File: config.mk
export PLATFORM = sky130hd
export DESIGN_NAME = axis_fifo_rd_adapter
export DESIGN_NICKNAME = d
export VERILOG_FILES = /design/src/rtl/axis_fifo_rd_adapter.sv
export SDC_FILE = /design/constraint.sdc
export NUM_CORES = 1
export LEC_CHECK = 0
export CAP_MARGIN = 25
export CORE_MARGIN = 3
export CORE_UTILIZATION = 55
export CTS_CLUSTER_DIAMETER = 60
export CTS_CLUSTER_SIZE = 10
export DETAILED_ROUTE_END_ITERATION = 12
export PLACE_DENSITY_LB_ADDON = 0.2
export REMOVE_ABC_BUFFERS = 1
export SKIP_CTS_REPAIR_TIMING = 1
export SLEW_MARGIN = 10
export SYNTH_ARGS = -nofsm -noshare
export SYNTH_HDL_FRONTEND = slang
export SYNTH_SLANG_ARGS = --single-unit
File: constraint.sdc
create_clock -name clk -period 4.8 [get_ports clk]
set_input_delay 0.48 -clock clk [delete_from_list [all_inputs] [get_ports clk]]
set_output_delay 0.48 -clock clk [all_outputs]
set_load 0.05 [all_outputs]
File: src/rtl/axis_fifo_rd_adapter.sv
// Read-side adapter: pops packed words from a 1-cycle-latency FIFO read port and
// presents them on an AXI-Stream master through a 2-entry output buffer.
module axis_fifo_rd_adapter #(
    parameter int unsigned DATA_WIDTH = 64,
    parameter int unsigned KEEP_WIDTH = (DATA_WIDTH + 7) / 8,
    parameter int unsigned ID_WIDTH   = 8,
    parameter int unsigned DEST_WIDTH = 8,
    parameter int unsigned USER_WIDTH = 1
) (
    input  logic                                                              clk,
    input  logic                                                              rst_n,
    output logic                                                              fifo_rd_en,
    input  logic [DATA_WIDTH+KEEP_WIDTH+1+ID_WIDTH+DEST_WIDTH+USER_WIDTH-1:0] fifo_data_out,
    input  logic                                                              fifo_empty,
    output logic [DATA_WIDTH-1:0]                                             m_axis_tdata,
    output logic [KEEP_WIDTH-1:0]                                             m_axis_tkeep,
    output logic                                                              m_axis_tvalid,
    input  logic                                                              m_axis_tready,
    output logic                                                              m_axis_tlast,
    output logic [ID_WIDTH-1:0]                                               m_axis_tid,
    output logic [DEST_WIDTH-1:0]                                             m_axis_tdest,
    output logic [USER_WIDTH-1:0]                                             m_axis_tuser,
    output logic [15:0]                                                       frame_count
);

    localparam int unsigned FIFO_WIDTH = DATA_WIDTH + KEEP_WIDTH + 1 + ID_WIDTH + DEST_WIDTH + USER_WIDTH;
    localparam int unsigned DEST_LSB   = USER_WIDTH;
    localparam int unsigned ID_LSB     = USER_WIDTH + DEST_WIDTH;
    localparam int unsigned LAST_POS   = USER_WIDTH + DEST_WIDTH + ID_WIDTH;
    localparam int unsigned KEEP_LSB   = LAST_POS + 1;

    logic [1:0]            occ;
    logic [1:0]            occ_next;
    logic                  inflight;
    logic [FIFO_WIDTH-1:0] head_q;
    logic [FIFO_WIDTH-1:0] skid_q;
    logic [FIFO_WIDTH-1:0] head_next;
    logic [FIFO_WIDTH-1:0] skid_next;
    logic                  valid_next;
    logic                  pop;
    logic [2:0]            credit;

    // Credit counts buffered plus in-flight words after this cycle's pop.
    assign pop        = m_axis_tvalid & m_axis_tready;
    assign credit     = 3'(occ) + 3'(inflight) - 3'(pop);
    assign fifo_rd_en = rst_n & ~fifo_empty & (credit < 3'd2);

    // Buffer next state: captured word goes to the tail, skid shifts to head on pop.
    always_comb begin
        head_next = head_q;
        skid_next = skid_q;
        occ_next  = occ;
        case (occ)
            2'd0: begin
                if (inflight) begin
                    head_next = fifo_data_out;
                    occ_next  = 2'd1;
                end
            end
            2'd1: begin
                case ({inflight, pop})
                    2'b11: head_next = fifo_data_out;
                    2'b10: begin
                        skid_next = fifo_data_out;
                        occ_next  = 2'd2;
                    end
                    2'b01: occ_next = 2'd0;
                    default: ;
                endcase
            end
            2'd2: begin
                if (pop) begin
                    head_next = skid_q;
                    if (inflight) begin
                        skid_next = fifo_data_out;
                    end else begin
                        occ_next = 2'd1;
                    end
                end
            end
            default: occ_next = 2'd0;
        endcase
        valid_next = (occ_next != 2'd0);
    end

    // State and registered stream outputs; payload fields are masked while idle.
    always_ff @(posedge clk) begin
        if (!rst_n) begin
            occ           <= 2'd0;
            inflight      <= 1'b0;
            head_q        <= '0;
            skid_q        <= '0;
            m_axis_tvalid <= 1'b0;
            m_axis_tdata  <= '0;
            m_axis_tkeep  <= '0;
            m_axis_tlast  <= 1'b0;
            m_axis_tid    <= '0;
            m_axis_tdest  <= '0;
            m_axis_tuser  <= '0;
            frame_count   <= 16'd0;
        end else begin
            occ           <= occ_next;
            inflight      <= fifo_rd_en;
            head_q        <= head_next;
            skid_q        <= skid_next;
            m_axis_tvalid <= valid_next;
            m_axis_tdata  <= valid_next ? head_next[FIFO_WIDTH-1 -: DATA_WIDTH] : '0;
            m_axis_tkeep  <= valid_next ? head_next[KEEP_LSB +: KEEP_WIDTH] : '0;
            m_axis_tlast  <= valid_next & head_next[LAST_POS];
            m_axis_tid    <= head_next[ID_LSB +: ID_WIDTH];
            m_axis_tdest  <= head_next[DEST_LSB +: DEST_WIDTH];
            m_axis_tuser  <= head_next[USER_WIDTH-1:0];
            if (pop && m_axis_tlast) begin
                frame_count <= frame_count + 16'd1;
            end
        end
    end

endmodule

==> metrics.md <==
| Metric | Value |
|---|---|
| Delay-heaviest family, CP | `buffers and inverters` |
| Leak Pwr | `5.445 nW` |
| Total grt overflow | `0` |
| Post-synth cell types | `40` |
| Actual slew at the worst max-slew pin | `0.9157 ns` |
| Req. time, crit path | `4.32 ns` |
| Row Count | `49` |
| PortBufs | `201` |
| Reg-to-reg slack, setup | `2.33 ns` |
| Vias per cell | `5.478` |
| Drc violations | `0` |
| Cell Area, Placed | `12120 µm²` |
| Reg2Reg Depth | `5` |
| Number of synthesized flops with an enable pin | `0` |
| Longest Clk Path Bufs | `3` |
| Async SR Flop Fraction | `0%` |
| Filler cells | `1348` |
| Adder-cell share of the synthesized area | `0.4404%` |
| Critical Path Source | `m_axis_tready` |
| Hold Crit Class | `register to register` |
| Most Frequent Cell on Critical Path | `clkdlybuf4s50_1` |
| Initial DRC count | `418` |
| Main combinational cell family by area after synthesis | `simple AND/OR/NAND/NOR gates` |
| Top Ports | `202` |
| Die Wd | `142.4 µm` |
| CORE AREA | `18090 µm²` |
| # setup viols final | `0` |
| First-pass GRT wire length | `36990 µm` |
| Skew-Pair Late Insertion Delay | `0.53 ns` |
| Max stage delay on crit path | `0.82 ns` |
| Hold Fails Final Rpt | `0` |
| RSZ-0062 raised after global routing | `no` |
| Syn Area/Cell | `10.67 µm²` |
| Commonest cells post-synth | `dfxtp_1, and2_1, nor2_1, mux2i_1` |
| CP max stage cell | `clkdlybuf4s50_1` |
| Hold WS | `0.4637 ns` |
| Kind of critical path | `primary input to output port` |
| Clock Tree Root | `clkbuf_16` |
| Clk slew on worst S/H paths | `0.05 ns` |
| Post-synthesis mux area share | `9.101%` |
| CTS tree | `yes` |
| Post-synthesis simple-gate area fraction | `19.68%` |
| Xor/xnor share of the synthesized area | `0.7706%` |
| Yosys top cell area share | `53.43%` |
| Startpoint Class | `primary input` |
| Area of the multi-input gates | `4232 µm²` |
| Worst slew margin | `38.95%` |
| Crit-path cells | `clkdlybuf4s50_1, nand2_1, ha_1, nand2b_1, fa_1, xor2_1, nor3_1, clkdlybuf4s50_1` |
| Setup TNS | `0 ns` |
| Clock skew | `0.01300 ns` |
| Achievable frequency | `0.2743 GHz` |
| Buffers & Inverters on Critical Path | `2` |
| Most frequent cell after synthesis | `dfxtp_1` |
| Total GRT Usage | `21.97%` |
| Starting Density | `56.55%` |
| Die H | `142.4 µm` |
| Final instance area | `12910 µm²` |
| FF-to-FF End | `skid_q[65]` |
| Cell count after synthesis | `959` |
| Antenna Nets Post-Route | `0` |
| Final Routed Wirelength | `22990 µm` |
| Via count | `7373` |
| Largest net degree at the start of global routing | `74` |
| Share of cells above drive strength 1 | `4.480%` |
| CP Depth | `8` |
| Cell taking the most area after synthesis | `dfxtp_1` |
| H-tree Lvls | `1` |
| DP HPWL | `13700 µm` |
| Clock sinks | `273` |
| Vias in the first global route | `7320` |
| Die Area | `20270 µm²` |
| Pwr Density | `379.2 nW/µm²` |
| CTS Buf Count | `31` |
| Max Cap Viol | `0` |
| Antenna violations before repair | `1` |
| Final Slew Violations | `0` |
| Iteration count of the initial detailed-routing pass | `4` |
| Routed WL per cell | `17.08 µm` |
| Mapped cell area | `10230 µm²` |
| Minimum clock period | `3.645 ns` |
| Synth area leaders | `dfxtp_1, mux2i_1, and2_1, a221o_1, nor2b_1` |
| Worst setup path end | `fifo_rd_en` |
| GP Congestion | `0.7996` |
| Top_reg_cell synth | `dfxtp_1` |
| Crit-path max FO | `6` |
| CP arrival | `3.17 ns` |
| VDD IR-drop max | `0.0002699 V` |
| Yosys reg bits | `273` |
| Setup crit end kind | `output port` |
| Worst r2r src | `occ[0]` |
| Area delta synth->final | `26.26%` |
| Ys Warns | `0` |
| Period Utilization, post-route | `75.94%` |
| Sequential share of the synthesized area | `53.43%` |
| Complex-gate fraction of the synthesized area | `11.03%` |
| Nets | `1213` |
| Tot Pwr | `4.898 mW` |
| Storage element area | `5465 µm²` |
| Outcome | `complete, no violations` |
## placed cells by master, fill, tap and decap left out, types with 5 or more instances in the layout
cell type / netlist / routed
clkbuf_16: 0 / 31
nor2_1: 104 / 104
nand2_1: 10 / 9
nand3_1: 6 / 6
clkdlybuf4s50_1: 0 / 200
a22oi_1: 17 / 17
o2bb2ai_1: 17 / 17
and2_1: 147 / 147
mux2i_1: 93 / 93
a21oi_1: 6 / 6
dfxtp_1: 273 / 273
a221o_1: 73 / 73
nand4_1: 5 / 5
xor2_1: 9 / 9
buf_4: 20 / 6
nor2b_1: 73 / 73
## stage by stage
step / worst slack, ns / cells / util [%]
2_1_floorplan: -3.480 / 873 / -
3_3_place_gp: 1.163 / 1311 / 66.88
3_5_place_dp: 1.139 / 1312 / 66.99
4_1_cts: 1.144 / 1345 / 71.39
5_1_grt: 1.005 / 1346 / 71.41
6_report: 1.155 / 1346 / 71.41
## power by group
part           internal [mW]  switching [mW]
clock                   1.14           0.820
combinational          0.249           0.305
sequential              2.35          0.0341
## area by class of cell
| class | count | area share, % |
|---|---|---|
| Clock inverter | 1 | 0.05813 |
| Timing Repair Buffer | 210 | 16.35 |
| Sequential cell | 273 | 42.32 |
| Tap cell | 229 | 2.219 |
| Multi-Input combinational cell | 595 | 32.76 |
| Antenna cell | 1 | 0.01938 |
| Clock buffer | 32 | 6.113 |
| Inverter | 5 | 0.1550 |
## logic make-up after synthesis
logic type,after synthesis
AND/OR/NAND/NOR,365
buffers and inverters,91
flip-flops,273
adder cells (fa/ha/maj),3
XOR/XNOR,9
AO/OA/AOI/OAI,125
multiplexers,93
## registers in the layout, summed over array words and instances, names as in the netlist, named ones only
signal and count:
inflight 1, m_axis_tdata 64, frame_count 16, m_axis_tkeep 8, m_axis_tlast 1, head_q 73, occ 2, m_axis_tvalid 1
skid_q 90
## worst min-delay path by stage
stage	start	endpoint	slack, ns	cells past startpoint
after detailed placement	register	register	0.45	1
after global routing	register	register	0.48	1
final	register	register	0.46	1
after floorplan	skid_q[17]	skid_q[17]	0.45	2
after global placement	register	register	0.45	1
after CTS	rst_n	head_q[49]	0.47	2
## worst register-to-register path, cell delays in order (launching register included)
cell and delay [ns]:
dfxtp_1 0.54, and4b_4 0.40, a32oi_4 0.64, buf_12 0.38
mux2i_1 0.32, nor2_1 0.06
## layer usage
| layer | share of wire [%] | global-route usage (%) |
|---|---|---|
| met2 | 46 | 36.77 |
| met3 | 6.0 | 4.973 |
| met4 | 2.1 | 6.203 |
| met1 | 45 | 28.74 |
| met5 | 0 | 0 |
(Power assumes the default switching activity.)
